[src/rtl/reset_sequencer_if.sv]
// reset_sequencer_if: warm-reset handshake plus the staged reset,
// status and lock-loss outputs of the reset sequencer.
interface reset_sequencer_if #(
   parameter int NUM_DOMAINS = 3
);
   logic                   soft_rst_req;
   logic                   soft_rst_ack;
   logic [NUM_DOMAINS-1:0] domain_rst_n;
   logic                   ready;
   logic [2:0]             state;
   logic [7:0]             lock_loss_ctr;

   modport master (
      input  soft_rst_req,
      output soft_rst_ack,
      output domain_rst_n,
      output ready,
      output state,
      output lock_loss_ctr
   );

   modport slave (
      output soft_rst_req,
      input  soft_rst_ack,
      input  domain_rst_n,
      input  ready,
      input  state,
      input  lock_loss_ctr
   );
endinterface

[src/rtl/reset_sequencer.sv]
// reset_sequencer: PLL-lock qualified, staged domain reset release.
// Optional lock-loss counter: RESET_SEQUENCER_LOCK_LOSS_CTR_EN.
module reset_sequencer #(
   parameter int NUM_DOMAINS  = 3,
   parameter int HOLD_CYCLES  = 100,
   parameter int STAGE_CYCLES = 16,
   parameter int SOFT_CYCLES  = 32
) (
   input  logic              clk,
   input  logic              rst,
   input  logic              pll_locked,
   reset_sequencer_if.master bus
);
   typedef enum logic [2:0] {
      WAIT_LOCK = 3'd0,
      HOLD      = 3'd1,
      RELEASE   = 3'd2,
      RUN       = 3'd3,
      SOFT_RST  = 3'd4
   } state_t;

   typedef logic [NUM_DOMAINS-1:0] dom_t;

   localparam logic [15:0] HOLD_LAST  = 16'(HOLD_CYCLES - 1);
   localparam logic [15:0] STAGE_LAST = 16'(STAGE_CYCLES - 1);
   localparam logic [15:0] SOFT_LAST  = 16'(SOFT_CYCLES - 1);

   logic [1:0]  sync_q;
   logic        locked_s;
   state_t      state_q;
   state_t      state_d;
   logic [15:0] cnt_q;
   logic [15:0] cnt_d;
   dom_t        dom_q;
   dom_t        dom_d;
   dom_t        dom_next;
   logic        ready_q;
   logic        ready_d;
   logic        ack_q;
   logic        ack_d;
   logic        advance;

   always_ff @(posedge clk or posedge rst) begin
      if (rst) sync_q <= '0;
      else     sync_q <= {sync_q[0], pll_locked};
   end

   assign locked_s = sync_q[1];

   // Releasing one more domain is a shift-in of a 1 from the bottom.
   assign dom_next = (dom_q << 1) | dom_t'(1);

   always_comb begin
      state_d = state_q;
      cnt_d   = cnt_q + 16'd1;
      dom_d   = dom_q;
      ready_d = ready_q;
      ack_d   = 1'b0;
      advance = 1'b0;
      unique case (state_q)
         WAIT_LOCK: begin
            cnt_d   = '0;
            dom_d   = '0;
            ready_d = 1'b0;
            if (locked_s) state_d = HOLD;
         end
         HOLD:     advance = (cnt_q == HOLD_LAST);
         RELEASE:  advance = (cnt_q == STAGE_LAST);
         SOFT_RST: advance = (cnt_q == SOFT_LAST);
         RUN: begin
            cnt_d = '0;
            if (bus.soft_rst_req) begin
               state_d = SOFT_RST;
               dom_d   = '0;
               ready_d = 1'b0;
               ack_d   = 1'b1;
            end
         end
         default: begin
            state_d = WAIT_LOCK;
            cnt_d   = '0;
            dom_d   = '0;
            ready_d = 1'b0;
         end
      endcase

      if (advance) begin
         dom_d = dom_next;
         cnt_d = '0;
         if (&dom_next) begin
            state_d = RUN;
            ready_d = 1'b1;
         end else begin
            state_d = RELEASE;
         end
      end

      // Lock loss overrides any expiry or warm-reset request this cycle.
      if (!locked_s && state_q != WAIT_LOCK) begin
         state_d = WAIT_LOCK;
         cnt_d   = '0;
         dom_d   = '0;
         ready_d = 1'b0;
         ack_d   = 1'b0;
      end
   end

   always_ff @(posedge clk or posedge rst) begin
      if (rst) begin
         state_q <= WAIT_LOCK;
         cnt_q   <= '0;
         dom_q   <= '0;
         ready_q <= 1'b0;
         ack_q   <= 1'b0;
      end else begin
         state_q <= state_d;
         cnt_q   <= cnt_d;
         dom_q   <= dom_d;
         ready_q <= ready_d;
         ack_q   <= ack_d;
      end
   end

`ifdef RESET_SEQUENCER_LOCK_LOSS_CTR_EN
   logic       lost;
   logic [7:0] llc_q;

   assign lost = !locked_s &&
                 (state_q inside {HOLD, RELEASE, RUN, SOFT_RST});

   always_ff @(posedge clk or posedge rst) begin
      if (rst)                          llc_q <= '0;
      else if (lost && llc_q != 8'hFF)  llc_q <= llc_q + 8'd1;
   end

   assign bus.lock_loss_ctr = llc_q;
`else
   assign bus.lock_loss_ctr = 8'd0;
`endif

   assign bus.soft_rst_ack = ack_q;
   assign bus.domain_rst_n = dom_q;
   assign bus.ready        = ready_q;
   assign bus.state        = state_q;
endmodule

[src/flat_wrapper.sv]
// flat-port wrapper written by rule: the top's interface ports become plain ports
module reset_sequencer_flat 
#(
   parameter int NUM_DOMAINS  = 3,
   parameter int HOLD_CYCLES  = 100,
   parameter int STAGE_CYCLES = 16,
   parameter int SOFT_CYCLES  = 32
)
  (clk, rst, pll_locked, bus_soft_rst_req, bus_soft_rst_ack, bus_domain_rst_n, bus_ready, bus_state, bus_lock_loss_ctr);
  reset_sequencer_if #(.NUM_DOMAINS(NUM_DOMAINS)) bus_i ();
  input  logic clk;
  input  logic rst;
  input  logic pll_locked;
  input wire logic [$bits(bus_i.soft_rst_req)-1:0] bus_soft_rst_req;
  output wire logic [$bits(bus_i.soft_rst_ack)-1:0] bus_soft_rst_ack;
  output wire logic [$bits(bus_i.domain_rst_n)-1:0] bus_domain_rst_n;
  output wire logic [$bits(bus_i.ready)-1:0] bus_ready;
  output wire logic [$bits(bus_i.state)-1:0] bus_state;
  output wire logic [$bits(bus_i.lock_loss_ctr)-1:0] bus_lock_loss_ctr;
  assign bus_i.soft_rst_req = bus_soft_rst_req;
  assign bus_soft_rst_ack = bus_i.soft_rst_ack;
  assign bus_domain_rst_n = bus_i.domain_rst_n;
  assign bus_ready = bus_i.ready;
  assign bus_state = bus_i.state;
  assign bus_lock_loss_ctr = bus_i.lock_loss_ctr;
  reset_sequencer #(.NUM_DOMAINS(NUM_DOMAINS), .HOLD_CYCLES(HOLD_CYCLES), .STAGE_CYCLES(STAGE_CYCLES), .SOFT_CYCLES(SOFT_CYCLES)) u_core (.clk(clk), .rst(rst), .pll_locked(pll_locked), .bus(bus_i));
endmodule
[config.mk]
export PLATFORM = sky130hd
export DESIGN_NAME = reset_sequencer_flat
export DESIGN_NICKNAME = d
export VERILOG_FILES = /design/src/rtl/reset_sequencer_if.sv /design/src/rtl/reset_sequencer.sv /design/src/flat_wrapper.sv
export SDC_FILE = /design/constraint.sdc
export NUM_CORES = 1
export LEC_CHECK = 0
export CAP_MARGIN = 0
export CORE_MARGIN = 1
export CORE_UTILIZATION = 25
export DETAILED_ROUTE_END_ITERATION = 12
export SETUP_SLACK_MARGIN = 0.05
export SYNTH_ARGS = -nofsm -noshare
export SYNTH_HDL_FRONTEND = slang
export SYNTH_SLANG_ARGS = --single-unit
[constraint.sdc]
create_clock -name clk -period 6.4 [get_ports clk]
set_clock_uncertainty 0.2 [all_clocks]
set_input_delay 1.6 -clock clk [delete_from_list [all_inputs] [get_ports clk]]
set_output_delay 1.6 -clock clk [all_outputs]
set_load 0.02 [all_outputs]
==> summary by stage <==
Place
Detailed placement finished with a half-perimeter wire length of 1620 µm. Including well taps, the total number of placed cells is 216. The congestion estimate from routability-driven global placement came to 0.804.

Before CTS, the worst setup slack after placement is 3.36 ns. The count of buffers inserted at the top-level ports is 11.

Cells and area
The fraction of layout cells with a size suffix above 1 is 4.05%. The final instance count without filler cells is 220. The area growth from synthesis to layout is 11.9%.

Fill cells in the final layout number 586. The repair_antennas step left the layout with diodes totalling 0. In the final design database the tool counted 154 nets.

Synthesis
Synthesis instantiated 39 different standard cells from the library. Summing the areas of all and, or, nand and nor instances in the mapped netlist gives 23.9% of the synthesized area. The share of synthesized area in the top cell type comes to 45.9%. The library cell with the largest summed area after synthesis is sky130_fd_sc_hd__dfrtp_1. The main combinational cell family by area after synthesis is simple AND/OR/NAND/NOR gates. Multiplexer cells account for 2.83% of the synthesized area.

The most used flip-flop cell after synthesis is sky130_fd_sc_hd__dfrtp_1. Synthesis inferred 26 register bits. The fraction of registers with async set/reset is 100%. The Yosys warning count is 0. The mapped cell area is 0.00142 mm². The sequential share of the synthesized area is 45.9%. The average footprint of a synthesized cell is 9.84 µm². By instance count, the leading cell after synthesis is sky130_fd_sc_hd__dfrtp_1. By count the netlist is led by sky130_fd_sc_hd__dfrtp_1, sky130_fd_sc_hd__nor3_1, sky130_fd_sc_hd__nand2_1. The number of standard cells after synthesis is 144. The number of synthesized flops with an enable pin is 0. Summing the areas of all xor and xnor instances in the mapped netlist gives 8.04% of the synthesized area. The synthesized netlist devotes 9.72% of its cell area to compound gates. The post-synthesis adder-cell area fraction is 0.883%. By area the synthesized netlist is led by sky130_fd_sc_hd__dfrtp_1, sky130_fd_sc_hd__xor2_1, sky130_fd_sc_hd__buf_4, sky130_fd_sc_hd__nor3_1, sky130_fd_sc_hd__nand2_1.

Setup path
The largest single stage delay on the critical path is 0.67 ns. The data arrival time of the critical path is 1.47 ns. The slowest stage cell on the critical path is sky130_fd_sc_hd__clkdlybuf4s50_1. The launch instance of the worst register-to-register path is u_core.bus.state[1]. The setup path with the least slack is of type flop to primary output. Counting both buffers and inverters, the worst setup path holds a total of 1. The endpoint class of the critical path is a primary output. The launching element type of the critical path is a flop. The most critical setup path has its startpoint at u_core.bus.state[0]. The critical path data required time is 4.60 ns. The critical path goes through clkdlybuf4s50_1. Broken down by cell family, the worst path's largest delay share belongs to buffers and inverters. The largest fanout on the critical path is 11.

Power
The leakage power figure is 0.623 nW. The maximum resistive drop on vdd is 89.7 µV. In this run the power density over the cells is 181 mW/mm².

Floorplanning
The initial standard-cell utilization of the core is 25.9%. The number of core rows is 27. From bottom edge to top edge, the die measures 77.3 µm.

The die width is 77.3 µm. In this run the count of I/O pins placed on the die edge is 20. The full die area is 0.00597 mm². The core area is 0.00547 mm².

Global routing
For this run, the total global-route usage over all layers was measured as 8.63%. The total grt overflow is 0. The initial antenna violation count is 0. The maximum number of pins on one net before global-route repair is 27. The first global-routing pass estimated 4220 µm of wire. The number of global-route vias before repair came to 921.

Timing
In the finished design, the share of the clock period the worst path needs comes to 51.1%. The final worst setup slack is 3.13 ns. The worst hold slack is 0.159 ns. The number of pins with negative max-slew slack in the final report is 0. Setup violations remaining at the end of the flow were counted as 0. The clock period could shrink to 3.27 ns. The timing-limited maximum frequency is 306 MHz. The worst slew margin relative to its limit is 24.7%. The hold violation total from the final report is 0.

The post-route setup TNS is 0 ns. The transition time at the pin with the least slew margin is 1.12 ns. Setup repair after global routing left no endpoint under its margin.

Clock tree
The later pin in the worst-skew pair is clocked with a latency of 0.26 ns. Post-CTS timing repair inserted 0 buffers for setup. For this design, the CTS-stage hold fixing added 0 buffers. No sink is reached through more buffers than the 2 on the longest clock path. The TritonCTS clock tree is built. The H-tree depth is 1.

The clock buffer count from CTS is 3. The cell sitting at the root of the clock tree is a sky130_fd_sc_hd__clkbuf_8. The clock net in this run drives a total of 26 sinks.

Clock-pin slew was measured on the worst setup and hold paths at 0.08 ns. The number of gates given a new drive strength after cts is 0.

Worst hold path
The kind of path behind the tightest hold check is flop to flop. The start point of the worst min-delay path is u_core.sync_q[0].

Routing
The number of iterations in the first detailed-routing pass is 9. The count of nets left with antenna violations after detail routing is 0. For this block, the routed nets add up to 2380 µm of wire. The number of design rule violations left after detail routing is 2. The mean number of vias per cell is 4.45. The violation count after the first detailed-routing iteration is 78. In the final routed layout, each cell accounts on average for 10.8 µm. The overall via count from detail_route is 979.

Run status
The checks that failed: design-rule violations. The run finished, with violations left.

Flow run
The number of maximum-capacitance constraint violations is 0.
logic make-up (layout without fill, tap and decap cells):
kind of cell / count (synthesis) / count (layout)
simple gates: 61 / 61
flops: 26 / 26
buf+inv: 20 / 17
fa+ha+maj: 1 / 1
xor+xnor: 13 / 13
other cells: 1 / 8
compound gates: 18 / 18
mux: 4 / 4
layer usage:
layer  track usage, %  share of wire, %
met4             3.40                 0
met5                0                 0
met3             1.55               1.4
met1             12.0                54
met2             13.2                45
registers in the layout (all words and copies together) (netlist names):
register / flops
u_core.bus.domain_rst_n: 3
u_core.bus.ready: 1
u_core.bus.soft_rst_ack: 1
u_core.bus.state: 3
u_core.cnt_q: 16
u_core.sync_q: 2
final timing paths:
path,end,slack (ns),cells after the start
setup / recovery,bus_state[0],3.13,1
hold / removal,u_core.sync_q[1],0.16,0
setup reg to reg,u_core.bus.state[0],3.79,4
hold reg to reg,u_core.sync_q[1],0.16,0
max in group asynchronous,u_core.bus.state[2],3.77,2
min in group asynchronous,u_core.cnt_q[1],1.65,2
stage by stage:
| stage | total power (W) | area (µm²) | utilization (%) |
|---|---|---|---|
| finish | 0.000287 | 1590 | 29.0 |
| global placement | 0.000187 | 1530 | 28.0 |
| global route | 0.000302 | 1590 | 29.0 |
| detailed placement | 0.000187 | 1530 | 28.0 |
| CTS | 0.000291 | 1590 | 29.0 |
| floorplan | 0.000186 | 1440 | - |
power breakdown:
part           total (W)  internal [W]  switching [W]
clock network   0.000103     0.0000549      0.0000484
registers       0.000168      0.000166     0.00000224
logic          0.0000159    0.00000407      0.0000118
cell usage in the layout, fill, tap and decap left out, types with 2 or more instances in the layout:
master,count
sky130_fd_sc_hd__or3_1,3
sky130_fd_sc_hd__nor3b_1,2
sky130_fd_sc_hd__and3_1,3
sky130_fd_sc_hd__dfrtp_1,26
sky130_fd_sc_hd__nand3_1,7
sky130_fd_sc_hd__clkdlybuf4s50_1,11
sky130_fd_sc_hd__o21ai_0,6
sky130_fd_sc_hd__and4_1,2
sky130_fd_sc_hd__a211oi_1,3
sky130_fd_sc_hd__clkbuf_8,4
sky130_fd_sc_hd__conb_1,8
sky130_fd_sc_hd__nand2_1,11
sky130_fd_sc_hd__nor3_1,13
sky130_fd_sc_hd__nand4_1,5
sky130_fd_sc_hd__nor2_1,6
sky130_fd_sc_hd__xor2_1,10
sky130_fd_sc_hd__mux2i_1,4
sky130_fd_sc_hd__inv_1,2
sky130_fd_sc_hd__and2_1,2
sky130_fd_sc_hd__xnor2_1,3
cell type report:
cell class | count | area [µm²] | share of cell area (%)
tap | 72 | 90.1 | 5.68
inverter | 2 | 7.51 | 0.474
sequential | 26 | 651 | 41.0
clock buffer | 4 | 55.1 | 3.47
timing repair buffer | 11 | 110 | 6.95
multi-input combinational | 105 | 672 | 42.4
No activity file was read; power rests on OpenSTA's default activity.
